--- src/rtl/date_adjust_ctrl.sv ---
// date_adjust_ctrl: captures the running date, lets the user edit day/month/year with buttons, then commits
module date_adjust_ctrl #(
    parameter int TIMEOUT_TICKS = 30,
    parameter int RESET_YEAR    = 2024
) (
    input  logic        clk,
    input  logic        rst,
    input  logic        tick,
    input  logic        btn_mode,
    input  logic        btn_up,
    input  logic        btn_down,
    input  logic [5:0]  cur_day,
    input  logic [3:0]  cur_month,
    input  logic [13:0] cur_year,
    output logic        adjust_mode,
    output logic [5:0]  adj_day,
    output logic [3:0]  adj_month,
    output logic [13:0] adj_year,
    output logic [1:0]  field_sel
);
    typedef enum logic [2:0] {IDLE, LOAD, EDIT_DAY, EDIT_MONTH, EDIT_YEAR, COMMIT} state_t;
    localparam logic [5:0]  TO = 6'(TIMEOUT_TICKS);
    localparam logic [13:0] RY = 14'(RESET_YEAR);

    state_t      state_q, state_d;
    logic [5:0]  day_q, day_d, cnt_q, cnt_d, ld_max, cur_max;
    logic [3:0]  month_q, month_d, ld_month, m_new;
    logic [13:0] year_q, year_d, ld_year, y_new;
    logic        am_q, am_d;
    logic [1:0]  fs_q, fs_d;
    logic [2:0]  btn_q;
    logic        mode_p, up_p, down_p, any_p;

    function automatic logic [5:0] max_day(input logic [3:0] m, input logic [13:0] y);
        logic leap;
        leap = ((y % 14'd4 == 14'd0) && (y % 14'd100 != 14'd0)) || (y % 14'd400 == 14'd0);
        return (m == 4'd2) ? (leap ? 6'd29 : 6'd28) :
               (m == 4'd4 || m == 4'd6 || m == 4'd9 || m == 4'd11) ? 6'd30 : 6'd31;
    endfunction

    function automatic logic [5:0] clamp(input logic [5:0] d, input logic [5:0] md);
        return (d > md) ? md : d;
    endfunction

    assign {mode_p, up_p, down_p} = {btn_mode, btn_up, btn_down} & ~btn_q;
    assign any_p    = mode_p | up_p | down_p;
    assign ld_month = (cur_month == 4'd0 || cur_month > 4'd12) ? 4'd1 : cur_month;
    assign ld_year  = (cur_year > 14'd9999) ? 14'd0 : cur_year;
    assign ld_max   = max_day(ld_month, ld_year);
    assign cur_max  = max_day(month_q, year_q);
    assign m_new    = up_p ? ((month_q == 4'd12) ? 4'd1 : month_q + 4'd1)
                           : ((month_q == 4'd1) ? 4'd12 : month_q - 4'd1);
    assign y_new    = up_p ? ((year_q == 14'd9999) ? 14'd0 : year_q + 14'd1)
                           : ((year_q == 14'd0) ? 14'd9999 : year_q - 14'd1);

    assign adjust_mode = am_q;
    assign field_sel   = fs_q;
    assign adj_day     = day_q;
    assign adj_month   = month_q;
    assign adj_year    = year_q;

    // next state, field edits with wrap and day clamp, timeout counting, registered output decode
    always_comb begin
        state_d = state_q;
        day_d   = day_q;
        month_d = month_q;
        year_d  = year_q;
        cnt_d   = cnt_q;
        case (state_q)
            IDLE: state_d = mode_p ? LOAD : IDLE;
            LOAD: begin
                month_d = ld_month;
                year_d  = ld_year;
                day_d   = (cur_day == 6'd0) ? 6'd1 : clamp(cur_day, ld_max);
                cnt_d   = 6'd0;
                state_d = EDIT_DAY;
            end
            EDIT_DAY, EDIT_MONTH, EDIT_YEAR: begin
                cnt_d = any_p ? 6'd0 : (tick && cnt_q != TO) ? cnt_q + 6'd1 : cnt_q;
                if (mode_p)
                    state_d = (state_q == EDIT_DAY) ? EDIT_MONTH : (state_q == EDIT_MONTH) ? EDIT_YEAR : COMMIT;
                else if (cnt_d == TO)
                    state_d = COMMIT;
                else if (up_p ^ down_p) begin
                    if (state_q == EDIT_DAY)
                        day_d = up_p ? ((day_q >= cur_max) ? 6'd1 : day_q + 6'd1)
                                     : ((day_q <= 6'd1) ? cur_max : day_q - 6'd1);
                    else if (state_q == EDIT_MONTH) begin
                        month_d = m_new;
                        day_d   = clamp(day_q, max_day(m_new, year_q));
                    end else begin
                        year_d = y_new;
                        day_d  = clamp(day_q, max_day(month_q, y_new));
                    end
                end
            end
            COMMIT:  state_d = IDLE;
            default: state_d = IDLE;
        endcase
        am_d = (state_d == EDIT_DAY || state_d == EDIT_MONTH || state_d == EDIT_YEAR || state_d == COMMIT);
        fs_d = (state_d == EDIT_DAY) ? 2'd1 : (state_d == EDIT_MONTH) ? 2'd2 : (state_d == EDIT_YEAR) ? 2'd3 : 2'd0;
    end

    // state, shadow date and button history; buttons reset high so a held button gives no edge
    always_ff @(posedge clk or negedge rst) begin
        if (!rst) begin
            state_q <= IDLE;
            day_q   <= 6'd1;
            month_q <= 4'd1;
            year_q  <= RY;
            cnt_q   <= 6'd0;
            am_q    <= 1'b0;
            fs_q    <= 2'd0;
            btn_q   <= 3'b111;
        end else begin
            state_q <= state_d;
            day_q   <= day_d;
            month_q <= month_d;
            year_q  <= year_d;
            cnt_q   <= cnt_d;
            am_q    <= am_d;
            fs_q    <= fs_d;
            btn_q   <= {btn_mode, btn_up, btn_down};
        end
    end
endmodule

--- config.mk ---
export PLATFORM = sky130hd
export DESIGN_NAME = date_adjust_ctrl
export DESIGN_NICKNAME = d
export VERILOG_FILES = /design/src/rtl/date_adjust_ctrl.sv
export SDC_FILE = /design/constraint.sdc
export NUM_CORES = 1
export LEC_CHECK = 0
export CORE_ASPECT_RATIO = 1.25
export CORE_MARGIN = 10
export CORE_UTILIZATION = 35
export CTS_CLUSTER_SIZE = 40
export DETAILED_ROUTE_END_ITERATION = 12
export PLACE_DENSITY_LB_ADDON = 0.15
export SYNTH_ARGS = -nofsm -noshare
export SYNTH_HDL_FRONTEND = slang
export SYNTH_SLANG_ARGS = --single-unit
--- constraint.sdc ---
create_clock -name clk -period 8.8 [get_ports clk]
set_input_delay 2.2 -clock clk [delete_from_list [all_inputs] [get_ports clk]]
set_output_delay 2.2 -clock clk [all_outputs]
set_load 0.005 [all_outputs]
# Word-level counts from Yosys, hierarchy flattened
# Index checks and enable logic that the tools add are counted.
# totals
elab_cells	162
input_bits	30
regBits	39
# op_classes
mux	55
div_mod_pow	6
n_bitwise	5
n_addsub	7
n_lt_le_gt_ge	7
n_reduce_logical	38
eq_ne	36
# ops
op	count
14-bit 2-to-1 mux	9
14-bit zero test	7
6-bit 2-to-1 mux	15
14-bit by 7-bit modulo with 14-bit output (second input constant)	3
14-bit by 9-bit modulo with 14-bit output (second input constant)	3
14-bit nonzero test	3
4-bit 2-to-1 mux	9
4-bit equality test (second input constant)	7
14-bit one-hot mux with 2 select lines	1
4-bit by 3-bit equality test with 1-bit output (second input constant)	6
6-bit one-hot mux with 2 select lines	2
6-bit by 5-bit > comparator with 1-bit output	3
6-bit AND reduction	3
1-bit logical OR	16
14-bit by 1-bit adder with 14-bit output (second input constant)	1
14-bit equality test (second input constant)	1
14-bit > comparator (second input constant)	1
14-bit by 1-bit subtractor with 14-bit output (second input constant)	1
6-bit by 1-bit adder with 6-bit output (second input constant)	2
3-bit by 2-bit equality test with 1-bit output (second input constant)	4
4-bit by 2-bit equality test with 1-bit output (second input constant)	3
2-bit 2-to-1 mux	6
2-bit inequality test (second input constant)	6
3-bit equality test (second input constant)	3
25 further kinds	39

# Depth between registers and ports, before layout
# depth
depth_word	17
ltp_mapped	40
depth_no_buf	35

# Worst setup path before layout
# No wires, ideal clock.
# synth_path
path_kind	input to register
from	input btn_up
to	register day_q[5], in the netlist adj_day[5]
setup_time_ps	134
required_time_ps	8666
cell_stages	34
slack_ps	-706
arrival_ps	9372
path_buffers	5
cell_sequence	nor2b_1 -> buf_2 -> clkbuf_1 -> nand2_1 -> a32oi_1 -> clkbuf_1 -> nor3_1 -> a222oi_1 -> o2111ai_1 -> or2_1 -> nor3_1 -> o22ai_2 -> o311a_1 -> o22ai_2 -> mux2_2 -> buf_6 -> a211o_1 -> o311ai_4 -> o211ai_4 -> xnor2_1 -> ha_1 -> inv_1 -> maj3_2 -> a211o_1 -> a2111oi_2 -> o32ai_1 -> a21o_1 -> ha_1 -> a211oi_1 -> o32a_1 -> o21ai_0 -> clkbuf_1 -> o21ai_0 -> o31ai_1
# synth_via
elab_chain_cells	11
elab_cells_between_ends	40
classes_between	div (2); order compare (2); eq/ne (10); mux (13); bitwise (4); reduce/logical (9)
# synth_lines
element	line_no	rtl
start: declaration	10	input logic btn_up,
3-bit AND (*)	45	assign {mode_p, up_p, down_p} = {btn_mode, btn_up, btn_down} & ~btn_q;
14-bit 2-to-1 mux / 4-bit 2-to-1 mux (equally long branches)	53, 51	
14-bit by 7-bit modulo with 14-bit output / 4-bit by 3-bit equality test with 1-bit output (equally long branches)	36, 38	
14-bit nonzero test / 1-bit logical OR (equally long branches)	36, 38	
1-bit logical AND / 1-bit logical OR (equally long branches)	36, 38	
1-bit logical OR (on tied branches)	36, 38	
1-bit 2-to-1 mux (on tied branches)	37, 38	
2-bit 2-to-1 mux	37	return (m == 4'd2) ? (leap ? 6'd29 : 6'd28) :
6-bit by 5-bit > comparator with 1-bit output	42	return (d > md) ? md : d;
4-bit inequality test (no source line)	n/a	
6-bit AND reduction (no source line)	n/a	
end signal: assignment	117	day_q <= day_d;
end: declaration	26	logic [5:0] day_q, day_d, cnt_q, cnt_d, ld_max, cur_max;
# Every way passes the cells marked *; elsewhere a longest branch is shown, timed or not. The select of a mux whose other input is x is not followed.
# A chain may end at the register's enable or synchronous reset.

# Worst setup path after layout
# Ends and elaborated chain as after synthesis.

==> impl_metrics.py <==
metrics = {
    "drt": {
        "routed_wl_um": 29500,
        "top_layer": "met4",
        "firstDrtPassIters": 5,
        "route.met2.wl_um": 14930,
        "wl_met1_um": 13100,
        "drt-vias-per-instance": 5.939,
        "final_antenna_net_count": 0,
        "vias": 9960,
        "routedWlPerCell_um": 17.59,
        "drc": 0,
        "wl_met3_um": 855,
        "drtIter0Drc": 638,
    },
    "final_layout": {
        "n_fill_cell": 2242,
        "antennaDiodeCount": 0,
        "register_area_sq_um": 991.0,
        "multi_input_area_sq_mm": 0.007248,
        "areaGrowthSynthToFinish_pct": 45.86,
        "fin_nets": 1446,
        "layout-drive-gt1-share_pct": 31.64,
    },
    "clocking": {
        "cts_tree": "done",
        "clock_path_buffers": 2,
        "clkSlewWorstSetupHoldPaths_ns": 0.07,
        "clock-sinks": 39,
        "cts_buffers": 5,
        "hold_buffers": 0,
        "ctsRootBufferMaster": "clkbuf_16",
        "h-tree-depth": 2,
        "clock_latency_ns": 0.29,
    },
    "sta": {
        "setup_ws_ns": -0.1249,
        "rsz0062_at_grt": "true",
        "setup_violations": 6,
        "hold_violations": 0,
        "period_minus_slack_ns": 8.925,
        "fin_skew_ns": 0.006501,
        "slew_viol_final": 0,
        "period_share_pct": 101.4,
        "fmax_mhz": 112.0,
        "tightestPinTransition_ns": 1.103,
        "hold_ws_ns": 0.5598,
        "relSlewSlack_pct": 26.42,
    },
    "worst_hold_path": {
        "min_path_cells": 2,
        "min-delay-start": "cnt_q[1]$_DFFE_PN0P_",
        "hold_class": "reg -> reg",
        "hold_end": "cnt_q[1]$_DFFE_PN0P_",
    },
    "critical_path": {
        "critPathMaxStageDelay_ns": 0.46,
        "reg2reg_setup_slack_ns": 0.43,
        "critPathTopFamily": "compound AO/OA/AOI/OAI gates",
        "path_max_fanout": 8,
        "r2r-end": "adj_day[5]$_DFFE_PN0P_",
        "arrival_ns": 9.10,
        "worst-endpoint-required_ns": 8.97,
        "startpoint_type": "primary input",
        "cp_num_buf_inv": 9,
        "r2r-start": "adj_year[1]$_DFFE_PN0P_",
        "r2r_cells": 38,
        "crit_path_end_kind": "flip-flop",
        "crit_slowest_cell": "a211oi_4",
        "crit_type": "in -> reg",
    },
    "yosys": {
        "yosys_most_used_dff": "dfrtp_1",
        "yosys.area.top_type": "dfrtp_1",
        "synthArstFlopShare_pct": 100.0,
        "synth_area_leaders": "dfrtp_1 8.5%, a21oi_1 5.3%, nor2_1 5.3%, nand2_1 5.1%, dfstp_2 4.0%",
        "syn-cell-area_sq_mm": 0.007923,
        "yosys_warnings": 0,
        "synth_seq_cells": 39,
        "synth_edf_count": 0,
        "synthTopCellsByCount": "112 x nor2_1, 108 x nand2_1, 84 x a21oi_1",
        "yosysSeqAreaShare_pct": 12.51,
        "synth_cells": 1131,
        "synth_nets": 1184,
        "synth_top_area_share_pct": 8.528,
        "avgSynthCellArea_sq_um": 7.005,
        "synth_cell_types": 106,
        "synth.most_common_cell": "nor2_1",
    },
    "die": {
        "rows": 61,
        "core_area_sq_mm": 0.02229,
        "ios": 57,
        "die_h_um": 188.2,
        "die_area_sq_mm": 0.02909,
        "initial_core_util_pct": 35.55,
        "fp.dieW_um": 154.6,
    },
    "global_route": {
        "antenna_found_initial": 0,
        "grt_usage_pct": 19.11,
        "grt_pass1_wl_um": 48130,
        "grt_pass1_vias": 9704,
        "grt_max_degree": 40,
        "gr-total-overflow": 0,
    },
    "place": {
        "place_hpwl_um": 22170,
        "portBuffers": 56,
        "gp_congestion": 0.9334,
    },
    "outcome": {
        "violations": "negative setup slack",
        "outcome": "finished, violations left",
    },
    "job": {
        "max-cap-violations": 0,
    },
}
[cell usage in the layout (no fill, tap or decap), drive strengths merged, types with 20 or more instances in the layout]
| cell | n |
|---|---|
| a211oi | 25 |
| a21oi | 84 |
| a31oi | 29 |
| and2 | 20 |
| buf | 267 |
| clkdlybuf4s50 | 53 |
| dfrtp | 27 |
| ha | 23 |
| inv | 45 |
| nand2 | 110 |
| nand3 | 39 |
| nor2 | 113 |
| nor3 | 41 |
| o21ai | 65 |
| o31ai | 22 |
| xnor2 | 23 |
[worst max path at each step]
stage / cells past startpoint / start / end / slack, ns
2_1_floorplan: 32 / btn_up / adj_day[2]$_DFFE_PN0P_ / -0.08
3_3_place_gp: 33 / cur_year[7] / adj_day[1]$_DFFE_PN0P_ / -0.82
3_5_place_dp: 33 / btn_up / adj_day[2]$_DFFE_PN0P_ / -0.91
4_1_cts: 34 / cur_year[7] / adj_day[1]$_DFFE_PN0P_ / 0.008
5_1_grt: 36 / btn_up / adj_day[5]$_DFFE_PN0P_ / -0.36
6_report: 37 / btn_up / adj_day[5]$_DFFE_PN0P_ / -0.12
[sequential cells by signal, indices dropped and copies added (netlist names)]
register,flops
adj_day,6
adj_month,4
adj_year,14
adjust_mode,1
btn_q,3
cnt_q,6
field_sel,2
state_q,3
[layout make-up]
cell class	count	area share (%)
inverter	44	1.429
multi-input combinational	982	62.72
tap	283	3.064
timing repair buffer	321	22.92
clock inverter	3	0.2057
sequential	39	8.575
clock buffer	5	1.083
[routing by layer]
metal	up-vias	global-route usage (%)
li1	4917	-
met1	4758	24.38
met2	238	33.92
met3	47	1.162
met4	0	4.840
met5	-	0
[tightest hold or removal path: stages (launching register included)]
cell,delay [ns]
dfrtp_1,0.41
nand2_1,0.06
o21ai_0,0.06
[kinds of logic after synthesis]
family	count (synthesis)	share of synthesized area, %
AND/OR/NAND/NOR	461	30.12
AO/OA/AOI/OAI	433	40.18
flip-flops	39	12.51
adder cells (fa/ha/maj)	31	4.659
multiplexers	23	3.032
buffers and inverters	110	5.749
XOR/XNOR	34	3.759
[stage by stage]
stage                     TNS [ns]  cells  cell area [sq um]  setup slack (ns)  util (%)
final                      -0.4650   1677              11560           -0.1249     51.85
after CTS                        0   1664              11140          0.008241     49.98
after floorplan            -0.2497   1131               8175          -0.07617         -
after global placement      -4.420   1630              10480           -0.8210     47.02
after detailed placement    -5.138   1630              10480           -0.9145     47.02
after global routing        -1.867   1677              11560           -0.3565     51.85
[what timing repair did]
item                       in CTS  in global routing
resized for setup              69                 67
setup endpoints to repair       6                  6
pin swaps                      43                 24
buffers inserted               25                 14
gates cloned                    1                  0
Power is not shown: default switching activity piles up to over one toggle a cycle in this logic, so the estimate is an artifact.
